--- src/rtl/ps8_requester.sv ---
// Requester side of the 8-way fixed-priority selector: per-channel pending counters,
// req/en generation, grant retirement and reporting, selector sanity checks, starvation flags.
module ps8_requester #(
  parameter int CNT_W      = 4,
  parameter int AGE_W      = 8,
  parameter int STARVE_LIM = 32
) (
  input  logic             clock,
  input  logic             reset,
  input  logic             issue_valid,
  input  logic [2:0]       issue_ch,
  output logic             issue_ready,
  input  logic             stall,
  output logic [7:0]       req,
  output logic             en,
  input  logic [7:0]       gnt,
  input  logic             req_up,
  output logic             grant_valid,
  output logic [2:0]       grant_ch,
  output logic [CNT_W+2:0] outstanding,
  output logic [3:0]       err,
  output logic [7:0]       starve
);

  localparam logic [CNT_W-1:0] CNT_MAX = '1;
  localparam logic [AGE_W-1:0] AGE_MAX = '1;
  localparam logic [AGE_W-1:0] AGE_LIM = AGE_W'(STARVE_LIM);

  logic [CNT_W-1:0]   pend     [8];
  logic [CNT_W-1:0]   pend_nxt [8];
  logic [AGE_W-1:0]   age      [8];
  logic [AGE_W-1:0]   age_nxt  [8];
  logic [7:0]         inc;
  logic [7:0]         dec;
  logic [7:0]         starve_nxt;
  logic               multi_hot;
  logic               legal;
  logic               accept;
  logic [2:0]         gnt_idx;
  logic [3:0]         err_now;
  logic [CNT_W+2:0]   outstanding_nxt;

  always_comb begin
    for (int i = 0; i < 8; i++) req[i] = (pend[i] != '0);
  end

  assign en          = ~stall;
  assign issue_ready = (pend[issue_ch] != CNT_MAX);
  assign accept      = issue_valid & issue_ready;
  assign multi_hot   = ((gnt & (gnt - 8'd1)) != 8'd0);
  // One-hot, aimed at a requesting channel, and only while enabled.
  assign legal       = (gnt != 8'd0) && !multi_hot && ((gnt & ~req) == 8'd0) && en;

  always_comb begin
    gnt_idx = 3'd0;
    for (int i = 0; i < 8; i++) begin
      if (gnt[i]) gnt_idx = 3'(i);
    end
  end

  always_comb begin
    err_now    = 4'd0;
    err_now[0] = multi_hot;
    err_now[1] = ((gnt & ~req) != 8'd0) || ((gnt != 8'd0) && !en);
    err_now[2] = en && (req != 8'd0) && (gnt == 8'd0);
    err_now[3] = (req_up != (req != 8'd0));
  end

  always_comb begin
    inc        = 8'd0;
    dec        = 8'd0;
    starve_nxt = starve;
    for (int i = 0; i < 8; i++) begin
      inc[i]      = accept && (issue_ch == 3'(i));
      dec[i]      = legal && gnt[i];
      pend_nxt[i] = pend[i] + CNT_W'(inc[i]) - CNT_W'(dec[i]);
      if (!req[i] || dec[i])
        age_nxt[i] = '0;
      else if (age[i] != AGE_MAX)
        age_nxt[i] = age[i] + AGE_W'(1);
      else
        age_nxt[i] = age[i];
      starve_nxt[i] = starve[i] | (age_nxt[i] >= AGE_LIM);
    end
    outstanding_nxt = outstanding + (CNT_W+3)'(accept) - (CNT_W+3)'(legal);
  end

  // Reset wins over any grant presented in the same cycle; nothing is recorded for it.
  always_ff @(posedge clock) begin
    if (reset) begin
      for (int i = 0; i < 8; i++) begin
        pend[i] <= '0;
        age[i]  <= '0;
      end
      outstanding <= '0;
      grant_valid <= 1'b0;
      grant_ch    <= 3'd0;
      err         <= 4'd0;
      starve      <= 8'd0;
    end else begin
      for (int i = 0; i < 8; i++) begin
        pend[i] <= pend_nxt[i];
        age[i]  <= age_nxt[i];
      end
      outstanding <= outstanding_nxt;
      grant_valid <= legal;
      if (legal) grant_ch <= gnt_idx;
      err         <= err | err_now;
      starve      <= starve_nxt;
    end
  end

endmodule

--- config.mk ---
export PLATFORM = sky130hd
export DESIGN_NAME = ps8_requester
export DESIGN_NICKNAME = d
export VERILOG_FILES = /design/src/rtl/ps8_requester.sv
export SDC_FILE = /design/constraint.sdc
export NUM_CORES = 1
export LEC_CHECK = 0
export CAP_MARGIN = 20
export CORE_UTILIZATION = 59
export DETAILED_ROUTE_END_ITERATION = 10
export PLACE_DENSITY = 0.84
export SLEW_MARGIN = 20
export SYNTH_ARGS = -nofsm -noshare
export SYNTH_HDL_FRONTEND = slang
export SYNTH_SLANG_ARGS = --single-unit
--- constraint.sdc ---
create_clock -name clock -period 4.35 [get_ports clock]
set_input_delay 0.6525 -clock clock [delete_from_list [all_inputs] [get_ports clock]]
set_output_delay 0.6525 -clock clock [all_outputs]
set_load 0.02 [all_outputs]
==> results list <==
* Commonest cells after routing, fill and taps aside: 119 x sky130_fd_sc_hd__dfxtp_1, 83 x sky130_fd_sc_hd__nor2_1, 76 x sky130_fd_sc_hd__inv_1, 55 x sky130_fd_sc_hd__ha_1, 47 x sky130_fd_sc_hd__clkdlybuf4s50_1
* Clock Latency Late Sink: 0.52 ns
- The run finished with clean final reports.
- Measured along the x axis, the die boundary spans 106.8 um.
* Crit start category: register
- Of the total power, the share spent switching nets is 0.2458.
* Number of max-cap violations: 0
* H-tree depth reported by CTS: 4
* Number of antenna violations at the first check in global routing: 0
- The via count of the first global-routing pass came to 5,375.
- Setup violations remaining at the end of the flow were counted as 0.
- CTS tree: yes
* Detail-routed net length per standard cell: 15.33 um
- Detailed placement ended at an HPWL of 10.39 mm.
- CTS clk-pin slew, worst paths: 0.06 ns
- Of the total power, combinational logic draws 0.139.
- The repair_antennas step left the layout with diodes totalling 0.
- Top-level port count: 49
- Worst Clk Skew: 0.006882 ns
- The first global-routing pass estimated 24.06 mm of wire.
- At the pin with the least slew margin, the transition time is 0.6834 ns.
- Final min period: 3.900 ns
- Drt drc: 0
* Switching power: 0.0007304 W
- Number of gates resized after cts: 0
- In this run, synthesis inferred 0 flip-flops with an integrated enable.
* Count of input and output buffers: 48
- Area share of the largest cell type after synthesis: 0.3679
- Post-route core utilization: 0.7385
* Clock share of power: 0.474
- In this run the worst path has a maximum fanout of 3.
- Fraction of synthesis flops using an asynchronous set or reset pin: 0
- Timing would allow up to 0.2564 GHz.
- Pin count of the biggest net entering global routing: 53
* Synth Register Bits: 119
- Register area share after synthesis: 0.3679
* Share of final-layout standard cells stronger than drive strength 1: 0.07206
* Core area: 10,460 um^2
- Cell internal pwr: 0.002241 W
- Max rail drop VDD: 0.4872 mV
- At the worst endpoint, the arrival time is 4.32 ns.
- Clock root cell: sky130_fd_sc_hd__clkbuf_8
- In this run, post-CTS hold repair placed 0 buffers.
* Part of the total power dissipated in sequential elements: 0.387
- Cell type with the largest total area after synthesis: sky130_fd_sc_hd__dfxtp_1
- Starting DRC count in detailed routing: 450
* Y dimension of the die: 106.8 um
* Crit Path Class: register to register
- Number of library cell types mapped by synthesis: 57
- Yosys warns: 0
- Final count of hold timing violations: 0
- In this run the worst hold path is classified as register to register.
- Combined area of all synthesized cells: 6476 um^2
* Overall fraction of global-route tracks in use: 0.2665
- Net count after synthesis: 796
- In this run, CTS created clock tree buffers numbering 17.
- The area growth from synthesis to layout is 19.30%.
- Number of pins exceeding their max-slew limit in the final report: 0
- In this run the power density over the cells is 384.6 nW/um^2.
- The floorplan has 37 rows.
- In this run the remaining antenna-violating nets after routing total 0.
- The first detailed-routing pass took 5 iterations.
- Sink count of the clock tree: 119
* Worst hold slack after final layout: 0.4645 ns
- At the end of routability-driven placement, the weighted congestion stood at 0.8821.
* Critical path data required time: 4.77 ns
- The routed design has 14.21 mm of wire.
- Number of instances on the worst hold path: 2
- Initial standard-cell utilization of the core: 0.6190
* Worst rel slew slack: 0.5402
- Number of buffers between clock root and the deepest sink: 2
- Number of vias after detailed routing: 5,307
- Total number of nets in the final design: 858
- Worst Reg-to-Reg Cells: 15
* Post-CTS setup-driven buffer insertion count: 0
- Syn avg cell area: 9.045 um^2
- STA classifies the critical path endpoint as a register.
- Leak pwr: 3.046 nW
- Commonest non-fill, non-tap cell in the layout: sky130_fd_sc_hd__dfxtp_1
- Number of instances in the synthesized netlist: 716
* Leading post-synthesis cells by cell area: sky130_fd_sc_hd__dfxtp_1 37%, sky130_fd_sc_hd__ha_1 11%, sky130_fd_sc_hd__xnor2_1 4.9%
- Unrepaired setup endpoints after global routing: no
- Die Footprint: 11,400 um^2
- Most frequently used flop master after synthesis: sky130_fd_sc_hd__dfxtp_1
- After detailed routing, the number of vias per cell comes to 5.725.
- In the finished design, the share of the clock period the worst path needs comes to 0.8966.
* Leftover overflow at the end of global routing: 0
- Post-route setup TNS: 0 ns
power by group through the flow:
stage	logic (W)	registers [W]	clock network [W]
final	0.000413	0.00115	0.00141
after detailed placement	0.000408	0.00117	0
after CTS	0.000413	0.00115	0.00142
after floorplan	0.000248	0.00120	0
after global routing	0.000450	0.00115	0.00148
after global placement	0.000395	0.00117	0
stage by stage:
step,cells,instance area [um^2],setup slack [ns],total power [W]
floorplan,716,6476,0.6018,0.001444
detailed placement,895,7127,0.01141,0.001580
finish,927,7726,0.4500,0.002972
CTS,927,7726,0.4748,0.002985
global route,927,7726,0.3389,0.003085
global placement,895,7127,0.1386,0.001565
Yosys cell counts, types with 5 or more instances:
cell                        count
sky130_fd_sc_hd__a211oi_1       8
sky130_fd_sc_hd__a21o_1        12
sky130_fd_sc_hd__a21oi_1       43
sky130_fd_sc_hd__a31oi_1       10
sky130_fd_sc_hd__and3_1        16
sky130_fd_sc_hd__and4_1         6
sky130_fd_sc_hd__clkbuf_1      10
sky130_fd_sc_hd__dfxtp_1      119
sky130_fd_sc_hd__fa_1           9
sky130_fd_sc_hd__ha_1          55
sky130_fd_sc_hd__inv_1         76
sky130_fd_sc_hd__mux2i_1       14
sky130_fd_sc_hd__nand2_1       21
sky130_fd_sc_hd__nand3_1       32
sky130_fd_sc_hd__nand3b_1       5
sky130_fd_sc_hd__nand4_1        8
sky130_fd_sc_hd__nor2_1        83
sky130_fd_sc_hd__nor2b_1       14
sky130_fd_sc_hd__nor3_1        23
sky130_fd_sc_hd__nor3_2         5
sky130_fd_sc_hd__nor3b_1       10
sky130_fd_sc_hd__nor4_1         5
sky130_fd_sc_hd__nor4bb_1       7
sky130_fd_sc_hd__o21ai_0        9
sky130_fd_sc_hd__o2bb2ai_1      8
sky130_fd_sc_hd__o31ai_1        6
sky130_fd_sc_hd__xnor2_1       36
sky130_fd_sc_hd__xor2_1        13
metal layers:
metal	vias to the layer above	share of wire	wire, um	track usage
met4	0	0.019	263	0.09687
li1	2636	-	-	-
met3	17	0.046	660	0.06809
met2	117	0.51	7296	0.4825
met1	2537	0.42	5993	0.2998
met5	-	0	0	0
critical path, stage by stage, from the launching register on:
cell and delay [ns]:
sky130_fd_sc_hd__dfxtp_1 0.33, sky130_fd_sc_hd__inv_1 0.06, sky130_fd_sc_hd__ha_1 0.22, sky130_fd_sc_hd__nor4bb_1 0.15, sky130_fd_sc_hd__or4_1 0.58, sky130_fd_sc_hd__or4b_4 0.58, sky130_fd_sc_hd__nor3_4 0.27, sky130_fd_sc_hd__ha_1 0.18
sky130_fd_sc_hd__inv_1 0.04, sky130_fd_sc_hd__ha_1 0.20, sky130_fd_sc_hd__fa_1 0.42, sky130_fd_sc_hd__a21o_1 0.20, sky130_fd_sc_hd__a21oi_1 0.24, sky130_fd_sc_hd__o21ai_1 0.11, sky130_fd_sc_hd__mux2i_1 0.15, sky130_fd_sc_hd__nand2_1 0.06
sequential cells by signal, indices dropped and copies added (netlist names):
signal / flops
age: 64
err: 4
grant_ch: 3
grant_valid: 1
outstanding: 7
pend: 32
starve: 8
logic make-up after synthesis:
| kind of cell | count (synthesis) | synth area share |
|---|---|---|
| xor+xnor | 49 | 0.06627 |
| mux | 17 | 0.02685 |
| fa+ha+maj | 64 | 0.1341 |
| buf+inv | 93 | 0.05545 |
| compound gates | 123 | 0.1412 |
| flops | 119 | 0.3679 |
| simple gates | 251 | 0.2083 |
final timing paths:
check,endpoint,slack [ns],from
max reg2reg,outstanding[6],0.45,pend[3][2]
max,outstanding[6],0.45,pend[3][2]
min,grant_ch[0],0.46,grant_ch[0]
min reg2reg,grant_ch[0],0.46,grant_ch[0]
layout make-up:
class	instances	area, um^2
multi-input combinational	504	3735
tap	136	170.2
fill	785	2736
clock buffer	24	480.5
timing repair buffer	57	543.0
inverter	79	296.5
sequential	119	2382
clock inverter	8	118.9
No activity file was read; power rests on OpenSTA's default activity.
